$ cat src/rtl/sentinel_seq_lock.sv
// Multi-entry key-sequence lock with failure counting and timed lockout.
// Optional macro SENTINEL_AUTO_RELOCK_EN adds an UNLOCKED dwell timeout.
module sentinel_seq_lock #(
    parameter int KEY_W = 8,
    parameter int KEY_LEN = 4,
    parameter logic [KEY_W*KEY_LEN-1:0] KEY_SEQ = 32'h19C35AB6,
    parameter int MAX_FAILS = 3,
    parameter int LOCKOUT_CYCLES = 1024
`ifdef SENTINEL_AUTO_RELOCK_EN
    ,
    parameter int RELOCK_CYCLES = 4096
`endif
) (
    input  logic                           clk,
    input  logic                           rst_n,
    input  logic                           ena,
    input  logic [KEY_W-1:0]               key_in,
    input  logic                           key_valid,
    input  logic                           relock,
    output logic                           unlocked,
    output logic                           lockout,
    output logic [$clog2(MAX_FAILS+1)-1:0] fail_cnt,
    output logic [7:0]                     seg_out,
    output logic [7:0]                     glow_out
);

    localparam int IDX_W = (KEY_LEN > 1) ? $clog2(KEY_LEN) : 1;
    localparam int FW = $clog2(MAX_FAILS + 1);
    localparam int TW = $clog2(LOCKOUT_CYCLES);
`ifdef SENTINEL_AUTO_RELOCK_EN
    localparam int DW = (RELOCK_CYCLES > 1) ? $clog2(RELOCK_CYCLES) : 1;
`endif

    typedef enum logic [1:0] {
        S_LOCKED   = 2'd0,
        S_UNLOCKED = 2'd1,
        S_LOCKOUT  = 2'd2
    } state_t;

    state_t           state_q, state_d;
    logic [IDX_W-1:0] idx_q, idx_d;
    logic             mis_q, mis_d;
    logic [FW-1:0]    fail_q, fail_d;
    logic [TW-1:0]    timer_q, timer_d;
`ifdef SENTINEL_AUTO_RELOCK_EN
    logic [DW-1:0]    dwell_q, dwell_d;
`endif

    logic [KEY_W-1:0] exp_key;
    logic             miss;
    logic             last;
    logic             blink;

    always_comb begin
        exp_key = KEY_SEQ[KEY_W-1:0];
        for (int i = 1; i < KEY_LEN; i++) begin
            if (idx_q == IDX_W'(i)) exp_key = KEY_SEQ[i*KEY_W +: KEY_W];
        end
    end

    // Mismatch is sticky so every attempt consumes all entries regardless.
    assign miss = mis_q | (key_in != exp_key);
    assign last = (idx_q == IDX_W'(KEY_LEN - 1));

    always_comb begin
        state_d = state_q;
        idx_d   = idx_q;
        mis_d   = mis_q;
        fail_d  = fail_q;
        timer_d = timer_q;
`ifdef SENTINEL_AUTO_RELOCK_EN
        dwell_d = dwell_q;
`endif
        unique case (state_q)
            S_LOCKED: begin
                if (relock) begin
                    idx_d = '0;
                    mis_d = 1'b0;
                end else if (key_valid) begin
                    if (last) begin
                        idx_d = '0;
                        mis_d = 1'b0;
                        if (!miss) begin
                            state_d = S_UNLOCKED;
                            fail_d  = '0;
`ifdef SENTINEL_AUTO_RELOCK_EN
                            dwell_d = DW'(RELOCK_CYCLES - 1);
`endif
                        end else if (fail_q == FW'(MAX_FAILS - 1)) begin
                            state_d = S_LOCKOUT;
                            fail_d  = FW'(MAX_FAILS);
                            timer_d = TW'(LOCKOUT_CYCLES - 1);
                        end else begin
                            fail_d = fail_q + 1'b1;
                        end
                    end else begin
                        idx_d = idx_q + 1'b1;
                        mis_d = miss;
                    end
                end
            end
            S_UNLOCKED: begin
                if (relock) begin
                    state_d = S_LOCKED;
                    idx_d   = '0;
                    mis_d   = 1'b0;
                end
`ifdef SENTINEL_AUTO_RELOCK_EN
                else if (dwell_q == '0) begin
                    state_d = S_LOCKED;
                end else begin
                    dwell_d = dwell_q - 1'b1;
                end
`endif
            end
            S_LOCKOUT: begin
                if (timer_q == '0) begin
                    state_d = S_LOCKED;
                    fail_d  = '0;
                end else begin
                    timer_d = timer_q - 1'b1;
                end
            end
            default: state_d = S_LOCKED;
        endcase
    end

    always_ff @(posedge clk or negedge rst_n) begin
        if (!rst_n) begin
            state_q <= S_LOCKED;
            idx_q   <= '0;
            mis_q   <= 1'b0;
            fail_q  <= '0;
            timer_q <= '0;
`ifdef SENTINEL_AUTO_RELOCK_EN
            dwell_q <= '0;
`endif
        end else begin
            state_q <= state_d;
            idx_q   <= idx_d;
            mis_q   <= mis_d;
            fail_q  <= fail_d;
            timer_q <= timer_d;
`ifdef SENTINEL_AUTO_RELOCK_EN
            dwell_q <= dwell_d;
`endif
        end
    end

    generate
        if (TW > 4) begin : g_blink
            assign blink = timer_q[4];
        end else begin : g_noblink
            assign blink = 1'b0;
        end
    endgenerate

    assign unlocked = (state_q == S_UNLOCKED);
    assign lockout  = (state_q == S_LOCKOUT);
    assign fail_cnt = fail_q;

    always_comb begin
        seg_out  = 8'hFF;
        glow_out = 8'h00;
        if (ena) begin
            unique case (state_q)
                S_UNLOCKED: begin
                    seg_out  = 8'hC1;
                    glow_out = 8'hFF;
                end
                S_LOCKOUT: begin
                    seg_out  = 8'hBF;
                    glow_out = {8{blink}};
                end
                default: seg_out = 8'hC7;
            endcase
        end
    end

endmodule
$ cat config.mk
export PLATFORM = sky130hd
export DESIGN_NAME = sentinel_seq_lock
export DESIGN_NICKNAME = d
export VERILOG_FILES = /design/src/rtl/sentinel_seq_lock.sv
export SDC_FILE = /design/constraint.sdc
export NUM_CORES = 1
export LEC_CHECK = 0
export CAP_MARGIN = 10
export CORE_ASPECT_RATIO = 2
export CORE_MARGIN = 1.5
export CORE_UTILIZATION = 54
export DETAILED_ROUTE_END_ITERATION = 7
export PLACE_DENSITY = 0.85
export SYNTH_ARGS = -nofsm -noshare
export SYNTH_HDL_FRONTEND = slang
export SYNTH_SLANG_ARGS = --single-unit
$ cat constraint.sdc
create_clock -name clk -period 5.2 [get_ports clk]
set_input_delay 1.04 -clock clk [delete_from_list [all_inputs] [get_ports clk]]
set_output_delay 1.04 -clock clk [all_outputs]
set_load 0.005 [all_outputs]
==> flow_summary.ini <==
[run_status]
status = finished, final reports clean

[clock_network]
cts_buffers = 3
clock_latency_ns = 0.25
cts_setup_buffers = 0
clk_path_buf_depth = 2
cts_sinks = 17
cts_hold_buf = 0
htreeDepth = 1
cts_tree = yes
root_buffer = clkbuf_8
cts-resized-gates = 0
clkTransAtPathRegs_ns = 0.06

[critical_path]
critical_path.cell_chain = clkdlybuf4s50_1 > nand2_1 > nor2_1 > clkdlybuf4s50_1
crit_family = buffers and inverters
slowest_stage = clkdlybuf4s50_1
critical_path_buf_inv_count = 2
critical_path_class = in2out
arrival_ns = 2.62
cp_max_fo = 8
crit_top_cell = clkdlybuf4s50_1
worstSetupEndpointType = output pin
cpPeakStageDelay_ns = 0.61
cp.required_ns = 4.16
critPathLaunchType = input pin

[logic_synthesis]
synthArstFlopShare_pct = 100
syn_avg_cell_area_um2 = 8.83
ys.flop_type = dfrtp_1
synth_warnings = 0
synth.ff_latch_count = 17
seq_area_frac_synth_pct = 29.4
ys_types = 42
synth_top_area_cell = dfrtp_1
synth-edff-count = 0
postSynthCellCount = 164
synthTopCellsByArea = dfrtp_1 (29%), ha_1 (12%), buf_4 (6.2%), a211oi_1 (3.6%), nand2_1 (3.6%)
yosysTopAreaCellShare_pct = 29.4
syn-cell-area_um2 = 1450

[global_routing]
grt_max_degree = 20
grt_use_met2_pct = 46.4
use_met3_pct = 2.92
grtUsageTotal_pct = 25.1
busiest_layer = met2
grt_pass1_wl_um = 5360
antenna_found_initial = 0
grt_overflow = 0
grt_pass1_vias = 1252
gr-usage-met1_pct = 23.9

[power]
ir_drop_v = 0.000322
finalPower_mw = 0.822
leakage_nw = 0.721
power-per-cell-area_nw_per_um2 = 479

[sta]
finalHoldViolations = 0
period_needed_ns = 3.66
fin_tns_setup_ns = 0
worstMarginPinSlew_ns = 0.764
fin_crit_sh_pct = 70.3
finClkSkew_ns = 0.00551
max_freq_mhz = 274
rsz0062_at_grt = no
maxSlewViolCount = 0
slew_headroom_pct = 48.6
setup_violations = 0

[finish]
final_layout_size_suffix_gt1_share_pct = 4.95
seq_area_um2 = 425
multi_input_area_um2 = 870
nets = 210
fillCellCount = 210
antenna_cells = 0
area_delta_synth_final_pct = 18.5

[placed_design]
place.gp.congestion = 0.737
io_buffers = 30
hpwl_um = 2650

[floorplanning]
fp-row-count = 26
dieArea_um2 = 3020
io_pins = 33
core_um2 = 2540
die_h_um = 76.3
die_x_um = 39.6
start_util_pct = 57.1

[routing]
drc = 0
vias = 1248
drt_pre_antenna_iters = 4
drtIter0Drc = 34
ant_nets = 0
wl_um = 3340
vias_per_cell = 5.94
wire_per_inst_um = 15.9

[run]
drv_cap = 0

[hold_path]
hp-class = reg2reg
[worst register-to-register path, stage by stage, from the launching register on]
cell and delay, ns:
dfrtp_1 0.41, inv_1 0.14, ha_1 0.59, clkinv_1 0.45
o21a_1 0.41, and2_4 0.24, mux2_4 0.30
[final cells by class]
class	count	share of cell area, %
flip-flops and latches	17	24.8
inverters	11	2.41
clock buffers	4	2.62
multi-input cells	120	50.7
well taps	28	2.04
repair buffers	30	17.5
[per-layer routing]
layer	routed length, µm	part of all wire, %	vias up
li1	-	-	621
met1	1250	37	601
met2	1960	59	22
met3	67	2.0	4
met4	63	1.9	0
met5	0	0	-
[cells in the mapped netlist, drive strengths merged (2+ instances only)]
cell,instances
nor4,4
o22ai,2
a211oi,8
nand2,14
nand4,3
a21oi,10
nor3b,3
clkbuf,4
buf,13
o21a,2
ha,14
and3,5
o2111ai,2
nor2b,6
xor2,3
dfrtp,17
or3,2
nand3,2
nor3,7
o21ai,5
a31oi,2
a22o,3
nor2,8
inv,10
o41ai,2
[registers in the layout, indices dropped and copies added, names as in the netlist]
signal / flops
mis_q: 1
timer_q: 10
state_q: 2
fail_cnt: 2
idx_q: 2
[stage by stage]
step | setup slack, ns | hold WS, ns | cell area (µm²) | util [%] | instances
after global placement | 1.66 | 0.483 | 1670 | 65.9 | 206
final | 1.54 | 0.503 | 1720 | 67.7 | 210
after CTS | 1.50 | 0.508 | 1720 | 67.7 | 210
after floorplan | 2.38 | 0.487 | 1450 | - | 165
after detailed placement | 1.49 | 0.495 | 1670 | 65.9 | 206
after global routing | 1.41 | 0.552 | 1720 | 67.7 | 210
[cell usage in the layout (no fill, tap or decap), types with 5 or more instances in the layout]
cell / count
a211oi_1: 7
dfrtp_1: 17
nor2b_1: 6
a21oi_1: 10
inv_1: 10
and3_1: 5
clkdlybuf4s50_1: 30
nor3_1: 7
nor2_1: 8
o21ai_0: 5
ha_1: 14
nand2_1: 14
[path summary, 6_finish.rpt]
check	startpoint	to	slack [ns]	cells past startpoint
max reg2reg	state_q[0]	timer_q[7]	2.54	6
max	ena	glow_out[3]	1.54	4
min	fail_cnt[0]	fail_cnt[0]	0.50	2
max in group asynchronous	rst_n	mis_q	3.48	1
min in group asynchronous	rst_n	timer_q[6]	1.23	1
min reg2reg	fail_cnt[0]	fail_cnt[0]	0.50	2
[report_power, final]
group	internal, mW	total [mW]	leakage, nW	switching [mW]
combinational	0.220	0.470	0.479	0.250
clock	0.0544	0.0992	0.0228	0.0448
sequential	0.187	0.252	0.219	0.0650
[cells by family (layout without fill, tap and decap cells)]
group	after synthesis	after routing	synth area share, %
buffers and inverters	28	45	10.9
other	1	2	0.259
flip-flops	17	17	29.4
XOR/XNOR	4	4	2.42
AND/OR/NAND/NOR	56	56	20.5
AO/OA/AOI/OAI	43	43	23.5
adder cells (fa/ha/maj)	14	14	12.1
multiplexers	1	1	1.04
Power figures use the tool's default switching activity.
